**src/rtl/tdl_pkg.sv**
```systemverilog
// Shared types and sizing helpers for the tapped-delay-line sequencer.
package tdl_pkg;

    localparam int TDL_SPAN_DEFAULT = 16;
    localparam int TDL_OSR_DEFAULT  = 4;

    typedef enum logic [1:0] {
        ST_IDLE  = 2'd0,
        ST_FILL  = 2'd1,
        ST_RUN   = 2'd2,
        ST_FLUSH = 2'd3
    } tdl_state_t;

    // Bits needed to hold any value in 0..max_value (at least one bit).
    function automatic int cnt_width(input int max_value);
        return (max_value < 1) ? 1 : $clog2(max_value + 1);
    endfunction

endpackage

```
**src/rtl/tdl_sequencer_if.sv**
```systemverilog
// Bit-source handshake plus delay-line control and status, bundled as one port.
interface tdl_sequencer_if;
    import tdl_pkg::*;

    // in_bit/in_last are taken on a rising edge where in_valid && in_ready;
    // in_ready never looks at in_valid, so the source may hold in_valid high.
    logic       in_bit;
    logic       in_valid;
    logic       in_last;
    logic       in_ready;
    logic       tdl_in;
    logic       tdl_shift;
    logic       out_valid;
    logic       busy;
    logic       flush_done;
    logic       underrun;
    tdl_state_t state;

    modport master (
        output in_bit, in_valid, in_last,
        input  in_ready, tdl_in, tdl_shift, out_valid, busy, flush_done, underrun, state
    );

    modport slave (
        input  in_bit, in_valid, in_last,
        output in_ready, tdl_in, tdl_shift, out_valid, busy, flush_done, underrun, state
    );

endinterface

```
**src/rtl/tdl_slot_timer.sv**
```systemverilog
// Phase counter 0..OSR-1; slot marks the last phase of each symbol period.
module tdl_slot_timer
    import tdl_pkg::*;
#(
    parameter int OSR = TDL_OSR_DEFAULT
) (
    input  logic clock,
    input  logic reset,
    input  logic clear,
    output logic slot
);

    localparam int            PW   = cnt_width(OSR - 1);
    localparam logic [PW-1:0] LAST = PW'(OSR - 1);

    logic [PW-1:0] phase;

    always_ff @(posedge clock) begin
        if (!reset || clear) begin
            phase <= '0;
        end else if (phase == LAST) begin
            phase <= '0;
        end else begin
            phase <= phase + 1'b1;
        end
    end

    assign slot = (phase == LAST);

endmodule

```
**src/rtl/tdl_sequencer.sv**
```systemverilog
// Feeds a tapped delay line one symbol per slot, tracks fill level and
// flushes the line with SPAN zeros after the last bit of a burst.
module tdl_sequencer
    import tdl_pkg::*;
#(
    parameter int SPAN = TDL_SPAN_DEFAULT,
    parameter int OSR  = TDL_OSR_DEFAULT
) (
    input logic             clock,
    input logic             reset,
    tdl_sequencer_if.slave  bus
);

    localparam int            FW        = cnt_width(SPAN + 1);
    localparam int            LW        = cnt_width(SPAN);
    localparam logic [FW-1:0] FILL_FULL = FW'(SPAN + 1);
    localparam logic [FW-1:0] FILL_LAST = FW'(SPAN);
    localparam logic [LW-1:0] FLUSH_LEN = LW'(SPAN);

    tdl_state_t    state, state_next;
    logic [FW-1:0] fill_cnt;
    logic [LW-1:0] flush_cnt;
    logic          slot;
    logic          ready;
    logic          shift;
    logic          shift_bit;
    logic          flush_inc;
    logic          set_flush_done;
    logic          set_underrun;
    logic          go_idle;
    logic          fill_nearly_full;
    logic          tdl_in_q;
    logic          tdl_shift_q;
    logic          out_valid_q;
    logic          flush_done_q;
    logic          underrun_q;

    tdl_slot_timer #(.OSR(OSR)) u_slot_timer (
        .clock (clock),
        .reset (reset),
        .clear (state == ST_IDLE),
        .slot  (slot)
    );

    // A shift taken in FILL at this level makes the line full.
    assign fill_nearly_full = (fill_cnt >= FILL_LAST);

    always_comb begin
        state_next     = state;
        ready          = 1'b0;
        shift          = 1'b0;
        shift_bit      = 1'b0;
        flush_inc      = 1'b0;
        set_flush_done = 1'b0;
        set_underrun   = 1'b0;
        go_idle        = 1'b0;
        case (state)
            ST_IDLE: begin
                ready = 1'b1;
                if (bus.in_valid) begin
                    shift      = 1'b1;
                    shift_bit  = bus.in_bit;
                    state_next = bus.in_last ? ST_FLUSH : ST_FILL;
                end
            end
            ST_FILL, ST_RUN: begin
                ready = slot;
                if (slot) begin
                    shift = 1'b1;
                    if (bus.in_valid) begin
                        shift_bit = bus.in_bit;
                        if (bus.in_last) begin
                            state_next = ST_FLUSH;
                        end
                    end else begin
                        set_underrun = 1'b1;
                    end
                    if (state == ST_FILL && state_next == ST_FILL && fill_nearly_full) begin
                        state_next = ST_RUN;
                    end
                end
            end
            ST_FLUSH: begin
                // Zero shifts stop at SPAN; the done pulse gets its own cycle before IDLE.
                if (flush_done_q) begin
                    go_idle    = 1'b1;
                    state_next = ST_IDLE;
                end else if (flush_cnt == FLUSH_LEN) begin
                    set_flush_done = 1'b1;
                end else if (slot) begin
                    shift     = 1'b1;
                    flush_inc = 1'b1;
                end
            end
            default: state_next = ST_IDLE;
        endcase
    end

    always_ff @(posedge clock) begin
        if (!reset) begin
            state <= ST_IDLE;
        end else begin
            state <= state_next;
        end
    end

    always_ff @(posedge clock) begin
        if (!reset) begin
            fill_cnt     <= '0;
            flush_cnt    <= '0;
            tdl_in_q     <= 1'b0;
            tdl_shift_q  <= 1'b0;
            out_valid_q  <= 1'b0;
            flush_done_q <= 1'b0;
            underrun_q   <= 1'b0;
        end else begin
            tdl_shift_q  <= shift;
            tdl_in_q     <= shift_bit;
            flush_done_q <= set_flush_done;
            if (set_underrun) begin
                underrun_q <= 1'b1;
            end
            if (go_idle) begin
                fill_cnt    <= '0;
                flush_cnt   <= '0;
                out_valid_q <= 1'b0;
            end else begin
                if (shift && fill_cnt != FILL_FULL) begin
                    fill_cnt <= fill_cnt + 1'b1;
                end
                if (flush_inc) begin
                    flush_cnt <= flush_cnt + 1'b1;
                end
                out_valid_q <= (fill_cnt == FILL_FULL);
            end
        end
    end

    assign bus.in_ready   = ready & reset;
    assign bus.tdl_in     = tdl_in_q;
    assign bus.tdl_shift  = tdl_shift_q;
    assign bus.out_valid  = out_valid_q;
    assign bus.busy       = (state != ST_IDLE);
    assign bus.flush_done = flush_done_q;
    assign bus.underrun   = underrun_q;
    assign bus.state      = state;

endmodule

```
**src/flat_wrapper.sv**
```systemverilog
// flat-port wrapper written by rule: the top's interface ports become plain ports
module tdl_sequencer_flat import tdl_pkg::*;
#(
    parameter int SPAN = TDL_SPAN_DEFAULT,
    parameter int OSR  = TDL_OSR_DEFAULT
)
  (clock, reset, bus_in_bit, bus_in_valid, bus_in_last, bus_in_ready, bus_tdl_in, bus_tdl_shift, bus_out_valid, bus_busy, bus_flush_done, bus_underrun, bus_state);
  tdl_sequencer_if bus_i ();
  input logic clock;
  input logic reset;
  input wire logic [$bits(bus_i.in_bit)-1:0] bus_in_bit;
  input wire logic [$bits(bus_i.in_valid)-1:0] bus_in_valid;
  input wire logic [$bits(bus_i.in_last)-1:0] bus_in_last;
  output wire logic [$bits(bus_i.in_ready)-1:0] bus_in_ready;
  output wire logic [$bits(bus_i.tdl_in)-1:0] bus_tdl_in;
  output wire logic [$bits(bus_i.tdl_shift)-1:0] bus_tdl_shift;
  output wire logic [$bits(bus_i.out_valid)-1:0] bus_out_valid;
  output wire logic [$bits(bus_i.busy)-1:0] bus_busy;
  output wire logic [$bits(bus_i.flush_done)-1:0] bus_flush_done;
  output wire logic [$bits(bus_i.underrun)-1:0] bus_underrun;
  output wire logic [$bits(bus_i.state)-1:0] bus_state;
  assign bus_i.in_bit = bus_in_bit;
  assign bus_i.in_valid = bus_in_valid;
  assign bus_i.in_last = bus_in_last;
  assign bus_in_ready = bus_i.in_ready;
  assign bus_tdl_in = bus_i.tdl_in;
  assign bus_tdl_shift = bus_i.tdl_shift;
  assign bus_out_valid = bus_i.out_valid;
  assign bus_busy = bus_i.busy;
  assign bus_flush_done = bus_i.flush_done;
  assign bus_underrun = bus_i.underrun;
  assign bus_state = bus_i.state;
  tdl_sequencer #(.SPAN(SPAN), .OSR(OSR)) u_core (.clock(clock), .reset(reset), .bus(bus_i));
endmodule
```
**config.mk**
```make
export PLATFORM = sky130hd
export DESIGN_NAME = tdl_sequencer_flat
export DESIGN_NICKNAME = d
export VERILOG_FILES = /design/src/rtl/tdl_pkg.sv /design/src/rtl/tdl_sequencer_if.sv /design/src/rtl/tdl_slot_timer.sv /design/src/rtl/tdl_sequencer.sv /design/src/flat_wrapper.sv
export SDC_FILE = /design/constraint.sdc
export NUM_CORES = 1
export LEC_CHECK = 0
export CORE_MARGIN = 5
export CORE_UTILIZATION = 50
export CTS_CLUSTER_SIZE = 14
export DETAILED_ROUTE_END_ITERATION = 10
export DONT_BUFFER_PORTS = 1
export MAX_ROUTING_LAYER = met4
export SLEW_MARGIN = 20
export SYNTH_ARGS = -nofsm -noshare
export SYNTH_HDL_FRONTEND = slang
export SYNTH_SLANG_ARGS = --single-unit
export TNS_END_PERCENT = 20
```
**constraint.sdc**
```tcl
create_clock -name clock -period 2.5 [get_ports clock]
set_clock_uncertainty 0.15 [all_clocks]
set_input_delay 0.5 -clock clock [delete_from_list [all_inputs] [get_ports clock]]
set_output_delay 0.5 -clock clock [all_outputs]
set_load 0.01 [all_outputs]
```
=== Word-level counts from Yosys, hierarchy flattened ===
Cells that the tools add are included.

* Memory bits (writable): 0
* Memories kept: 0
* Latch bits: 0
* Input bits: 5
* Bits in read-only memories: 0
* Register bits after elaboration: 19
* Output and inout bits: 9

* Equal/unequal tests: 11
* Bitwise logic cells: 3
* Multiply operators: 0
* Order comparisons: 1
* Shift operators: 0
* $add $sub $neg: 3
* Mux-type cells: 26
* Reduce and logical (&&, ||, !) cells: 12
* Divide/modulo/power cells: 0

{| class="wikitable"
|+ Operators with widths
! cell !! number
|-
| $mux W2 || 9
|-
| $mux W1 || 13
|-
| $add A5 B1 Y5 const B || 2
|-
| $eq A5 B5 Y1 const B || 2
|-
| $eq A2 B2 Y1 const B || 3
|-
| $pmux W2 S3 || 1
|-
| $reduce_or A2 Y1 || 3
|-
| $ge A5 B5 Y1 const B || 1
|-
| $ne A5 B5 Y1 const B || 1
|-
| $eq A2 B1 Y1 const B || 2
|-
| $ne A2 B1 Y1 const B || 2
|-
| $pmux W1 S2 || 2
|-
| $logic_and A1 B1 Y1 || 3
|-
| $pmux W1 S3 || 1
|-
| $reduce_and A3 Y1 || 1
|-
| $reduce_or A3 Y1 || 1
|-
| $add A2 B1 Y2 const B || 1
|-
| $logic_not A2 Y1 || 1
|-
| $ne A2 B2 Y1 const B || 1
|-
| $not A1 Y1 || 2
|-
| $reduce_bool A2 Y1 || 1
|-
| $and A1 B1 Y1 || 1
|-
| $logic_not A1 Y1 || 1
|-
| $logic_or A1 B1 Y1 || 1
|}

=== Logic depth before layout (Yosys ltp) ===
Gate-level depths: netlist (run 1).

* Word-level depth: 10
* Mapped depth: 6
* Gate-level depth less buffers: 6

=== By module ===
From an unflattened synthesis (run 1), not the netlist that was laid out.

* Cells, all modules: 110
* Area total of the unflattened synthesis: 1027.2 um2

{| class="wikitable"
|+ By module, submodules not included
! module !! area an instance (um2) !! seq. area each (um2) !! cells an instance !! times used
|-
| tdl_sequencer || 947.2 || 340.3 || 105 || 1
|-
| tdl_slot_timer || 80.1 || 40.0 || 5 || 1
|}

=== Least setup slack after synthesis (run 1) ===
OpenSTA, ideal clock, no wires.

* Path type: flip-flop to output port
* From: reg u_core.state[0] (netlist: u_core.bus.state[0])
* To: out bus_in_ready
* Path buffers: 0
* Path slack: 571 ps
* Arrival time: 1279 ps
* Cell stages (with the launch flop): 5
* Path through: dfxtp_1 inv_1 ha_1 nand2_1 a21oi_1

* Word-level cells in the longest chain between the ends: 4
* Elaborated cells on any way between the ends: 6

{| class="wikitable"
|+ Ends and longest elaborated chain
! element !! RTL line !! RTL
|-
| start: declaration || tdl_sequencer.sv:20 || <nowiki>tdl_state_t state, state_next;</nowiki>
|-
| start signal: assignment || tdl_sequencer.sv:103 || <nowiki>state <= state_next;</nowiki>
|-
| $eq A2 B2 Y1 or $eq A2 B1 Y1 (tied branches) || tdl_sequencer.sv:57 || <nowiki>case (state)</nowiki>
|-
| $reduce_or A2 Y1 || tdl_sequencer.sv:57 ||
|-
| $pmux W1 S2 * || tdl_sequencer.sv:57 ||
|-
| $and A1 B1 Y1 * || tdl_sequencer.sv:139 || <nowiki>assign bus.in_ready = ready & reset;</nowiki>
|-
| end: declaration || flat_wrapper.sv:14 || <nowiki>output wire logic [$bits(bus_i.in_ready)-1:0] bus_in_ready;</nowiki>
|}

Mark *: on every way between the ends. The rest lies on a longest branch, timed or not.

=== Worst setup path after layout (run 1) ===
* From: reg u_core.state[1] (netlist: u_core.bus.state[1])
* To: out bus_in_ready

Same word-level chain as after synthesis.

==> results.ini, run 1 <==
[sta]
max_freq_ghz=0.441
fin_crit_sh=0.908
slew_headroom=0.760
setup_tns_ns=0
worst_pin_slew_ns=0.360
setup_viol=0
drv_slew=0
rsz0062_at_grt=false
hold_viol=0
post-route-min-period_ns=2.27
worst_slack_ns=0.230

[logic_synthesis]
synth-compound-area-share=0.149
synth_top_flop_cell=dfxtp_1
syn_nets=125
avgSynthCellArea_um2=9.32
synth_edf_count=0
ys_types=34
synth_top_family_by_area=simple AND/OR/NAND/NOR gates
synth-simple-area-share=0.255
synth_mux_area_frac=0.0496
ys_ff_latch=19
yosys_warnings=0
synth-seq-area-share=0.368
synth_xor_area_frac=0.0339
synth_cells=111
synth_fa_ha_area_frac=0.109
async_flop_share=0
synth_area_um2=1030

[cells_and_area]
drive_gt1_frac=0.124
fillers=197
utilization=0.556
nets=128
syn_to_final_growth_pct=5.44
stdcell_area_um2=1090
num_antenna_cells=0

[routing]
routed_wl_mm=1.80
drtPass1Iterations=4
drt_first_iter_violations=9
drc=0
via_per_inst=5.40
ant_nets=0
vias=756
wl_per_cell_um=12.8

[power_and_ir_drop]
p_int_uw=521
power_frac_clock=0.189
ir_drop_mv=0.307
power.switching_uw=293
power_uw=814
combPwrFrac=0.330
power-per-cell-area_nw_per_um2=746
pwr-share-seq=0.482
p_leak_nw=0.457
swShare=0.360

[critical_path]
cp-start-kind=flip-flop
path_class=reg -> out
crit_fanout=7
crit_required_ns=1.85
reg2reg_depth=6
end_kind=output port
arrival_ns=1.62

[global_routing]
grt_usage=0.129
grt_max_degree=12
antenna_found_initial=0
grt_pass1_wl_mm=3.15
grt-ovfl-total=0
grt_pass1_vias=757

[floorplan]
design.core.area_um2=1960
chipWidth_um=55.5
ios=14
fp-row-count=16
dieArea_um2=3080
die_h_um=55.5
start_util=0.527

[placement]
place_area_um2=1060
place_ws_ns=0.435
io_buffers=0
gp_congestion=0.839
place_hpwl_mm=1.36

[clock_tree]
cts_sinks=19
cts_max_level=1
cts_buffers=3
clock-root-buffer=clkbuf_4
clkLatencyLatePin_ns=0.29
cts_tree=done
cts_buffer_depth=2
ctsHoldBuffers=0
clk_pin_slew_ns=0.11

[min_path]
holdPathStages=2
min_path_type=in -> reg

[flow_run]
maxCapViolCount=0

[outcome]
status=finished, final reports clean

cells by family (layout without fill, tap and decap cells):
kind of cell	count (synthesis)	count (layout)
DFF	19	19
muxes	5	5
and+or+nand+nor	44	44
buffers and inverters	10	12
adders and majority gates	9	9
xor gates and xnor gates	4	4
AOI/OAI and AO/OA	20	20
synth_stat cells (all sizes together), types with 2 or more instances:
library cell / number / area share
dfxtp: 19 / 0.37
nand2: 12 / 0.044
a21oi: 11 / 0.053
ha: 9 / 0.11
inv: 8 / 0.029
nor2: 8 / 0.029
nand2b: 6 / 0.036
nand3: 5 / 0.036
mux2i: 4 / 0.039
xor2: 3 / 0.025
a22oi: 2 / 0.028
and2: 2 / 0.012
clkbuf: 2 / 0.0073
nand4: 2 / 0.012
nand4bb: 2 / 0.027
layer usage:
metal | up-vias | track usage | share of wire
met4 | 0 | 0.0729 | 0.0072
met1 | 356 | 0.142 | 0.46
met3 | 2 | 0.0373 | 0.052
li1 | 386 | - | -
met5 | - | - | 0
met2 | 12 | 0.206 | 0.48
final timing paths:
check / slack [ns] / endpoint / from
worst max-delay path: 0.23 / bus_in_ready / u_core.bus.state[1]$_SDFFE_PN0P_
worst min-delay path: 0.16 / u_core.bus.flush_done$_SDFF_PP0_ / reset
worst max register to register: 0.68 / u_core.fill_cnt[1]$_SDFFE_PP0P_ / u_core.bus.state[1]$_SDFFE_PN0P_
worst min register to register: 0.29 / u_core.u_slot_timer.phase[0]$_SDFF_PP0_ / u_core.u_slot_timer.phase[0]$_SDFF_PP0_
power by group through the flow:
stage / combinational, mW / sequential, mW / clock (mW)
2_1_floorplan: 0.235 / 0.386 / 0
3_3_place_gp: 0.267 / 0.394 / 0
3_5_place_dp: 0.272 / 0.397 / 0
4_1_cts: 0.275 / 0.390 / 0.161
5_1_grt: 0.310 / 0.400 / 0.174
6_report: 0.268 / 0.392 / 0.154
stage by stage:
step                hold slack, ns  cells
finish                       0.160    140
global route                 0.155    140
CTS                          0.143    140
detailed placement           0.276    136
global placement             0.275    136
floorplan                    0.255    111
critical path, cell delays in order, from the launching register on:
cell,delay [ns]
dfxtp_2,0.39
inv_1,0.09
ha_1,0.37
inv_1,0.18
a21oi_1,0.30
state kept, by name, indices dropped and copies added, names as in the netlist:
register                   count
u_core.fill_cnt                5
u_core.flush_cnt               5
u_core.bus.state               2
u_core.u_slot_timer.phase      2
u_core.bus.flush_done          1
u_core.bus.out_valid           1
u_core.bus.tdl_in              1
u_core.bus.tdl_shift           1
u_core.bus.underrun            1
final cells by class:
| type | instances | area [um2] | share of cell area |
|---|---|---|---|
| clock buffer | 3 | 22.5 | 0.0206 |
| clock inverter | 1 | 5.00 | 0.00459 |
| multi-input combinational | 82 | 617 | 0.565 |
| inverter | 8 | 30.0 | 0.0275 |
| sequential | 19 | 383 | 0.351 |
| tap | 27 | 33.8 | 0.0310 |
what timing repair did:
| action | CTS | global route |
|---|---|---|
| buffers inserted | 0 | 0 |
| gates resized for setup | 0 | 2 |
| setup endpoints to repair | 0 | 1 |
| hold endpoints to repair | 0 | 0 |
placed cells by master (no fill, tap or decap), drive strengths merged:
master	synthesis	layout
dfxtp	19	19
nand2	12	12
a21oi	11	11
ha	9	9
inv	8	8
nor2	8	8
nand2b	6	6
nand3	5	5
mux2i	4	4
xor2	3	3
clkbuf	2	3
nand4	2	2
and2	2	2
nand4bb	2	2
a22oi	2	2
nor2b	1	1
and2b	1	1
a21boi	1	1
and3	1	1
and3b	1	1
nor4b	1	1
a221oi	1	1
nand3b	1	1
mux2	1	1
o22ai	1	1
xnor2	1	1
a21bo	1	1
a211oi	1	1
and4	1	1
o21ai	1	1
o21a	1	1
clkinv	0	1
(Power assumes the default switching activity.)
==> run 2, diff against run 1 <==
Settings changed: GPL_TIMING_DRIVEN set to 0.
==> run 2 against run 1 <==
- global-route usage is 0.52 points higher
- core utilization is 0.38 points higher
- cell area is 0.69% higher
- critical endpoint unchanged
- via count is 0.13% lower
- count of clock-buffer cells in the layout stayed put
- non-clock buffer count is 2 higher
- worst hold slack better by 0.049 ns
- clock power hardly changed
- register-to-register slack worse by 0.03 ns
- combinational power is 1% higher
==> results.ini, run 2 (same netlist as run 1, synthesis figures left out) <==
[clock_tree]
cts_buffers=3
clock-root-buffer=clkbuf_4
cts_buffer_depth=2
ctsHoldBuffers=0
clk_pin_slew_ns=0.12
cts_max_level=1
cts_sinks=19
clkLatencyLatePin_ns=0.29
cts_tree=done

[critical_path]
crit_chain=inv_1 > ha_1 > nand2_1 > a21oi_1
end_kind=output port
cp-start-kind=flip-flop
critPathTopFamily=flip-flops
slowest_stage=dfxtp_2
path_class=reg -> out
slowest_delay_ns=0.45
arrival_ns=1.63
crit_fanout=8
crit_required_ns=1.85
cp_num_buf_inv=1

[sta]
slew_headroom=0.721
hold_slack_ns=0.208
fin_crit_sh=0.913
drv_slew=0
setup_tns_ns=0
post-route-min-period_ns=2.28
hold_viol=0
worst_pin_slew_ns=0.418
setup_viol=0
max_freq_ghz=0.438
rsz0062_at_grt=false

[routing]
drc=0
vias=755
drtPass1Iterations=4
ant_nets=0
wl_per_cell_um=12.9
routed_wl_mm=1.83
via_per_inst=5.32
drt_first_iter_violations=4

[placement]
gp_congestion=0.805
place_hpwl_mm=1.36
io_buffers=0
place_area_um2=1070

[cells_and_area]
stdcell_area_um2=1100
num_antenna_cells=0
final_cell_mix=dfxtp_1, nand2_1, a21oi_1, ha_1
drive_gt1_frac=0.122
layout_commonest_cell=dfxtp_1
reg_top3=u_core.fill_cnt x5, u_core.flush_cnt x5
syn_to_final_growth_pct=6.17
nets=130

[power_and_ir_drop]
ir_drop_mv=0.395
power-per-cell-area_nw_per_um2=745
p_leak_nw=0.459

[global_routing]
grt_pass1_vias=779
grt_max_degree=12
grt_usage=0.134
antenna_found_initial=0
grt-ovfl-total=0
grt_pass1_wl_mm=3.35
gr-usage-met1=0.167
grt.met3_usage=0.0303
use_met2=0.215
grt_busiest_layer=met2

[floorplan]
start_util=0.527
fp-row-count=16
dieArea_um2=3080
chipWidth_um=55.5
design.core.area_um2=1960
ios=14
die_h_um=55.5

[min_path]
min_path_type=in -> reg

[outcome]
status=finished, final reports clean

[flow_run]
maxCapViolCount=0

-- run 2: changes by cell type in the layout (fill, tap and decap cells not counted) --
| cell | delta |
|---|---|
| clkbuf_1 | +2 |
-- run 2: final timing paths --
kind                                                               from                                      end  slack (ns)  depth (start not counted)
worst min register to register  u_core.u_slot_timer.phase[0]$_SDFF_PP0_  u_core.u_slot_timer.phase[0]$_SDFF_PP0_        0.29                          1
worst min-delay path                                       bus_in_valid             u_core.bus.tdl_in$_SDFF_PN0_        0.21                          1
worst max-delay path                   u_core.bus.state[0]$_SDFFE_PN0P_                             bus_in_ready        0.22                          4
worst max register to register         u_core.bus.state[0]$_SDFFE_PN0P_          u_core.fill_cnt[1]$_SDFFE_PP0P_        0.65                          6
-- run 2: per-stage QoR --
step	total power, mW	setup slack, ns	cells	utilization
2_1_floorplan	0.621	0.571	111	-
3_5_place_dp	0.675	0.406	138	0.545
6_report	0.819	0.218	142	0.560
4_1_cts	0.830	0.0690	142	0.559
3_3_place_gp	0.664	0.446	138	0.545
5_1_grt	0.890	0.0762	142	0.560
-- run 2: layout make-up --
type	count	area, um2
Clock buffer	3	22.5
Sequential cell	19	383
Multi-Input combinational cell	82	617
Tap cell	27	33.8
Inverter	8	30.0
Clock inverter	1	5.00
Fill cell	191	863
Buffer	2	7.51
-- run 2: repair_timing --
action                                  CTS  global route
endpoints found under the setup margin    0             1
buffers inserted                          0             0
resized for setup                         0             2
-- run 2: layer usage --
layer	up-vias	wire length, um
li1	389	-
met1	353	883
met2	11	846
met3	2	92
met4	0	10
met5	-	0
-- run 2: report_power, final --
part | internal [mW] | leakage, nW | switching, mW | total [mW]
combinational | 0.119 | 0.286 | 0.154 | 0.272
sequential | 0.343 | 0.155 | 0.0502 | 0.393
clock | 0.0594 | 0.0177 | 0.0936 | 0.153
total | 0.521 | 0.459 | 0.298 | 0.819
==> run 3, diff against run 2 <==
Settings changed: SLEW_MARGIN 20 to unset.
==> results of run 3 <==
Same layout as run 2: the final DEF is identical, and so are final timing and power.
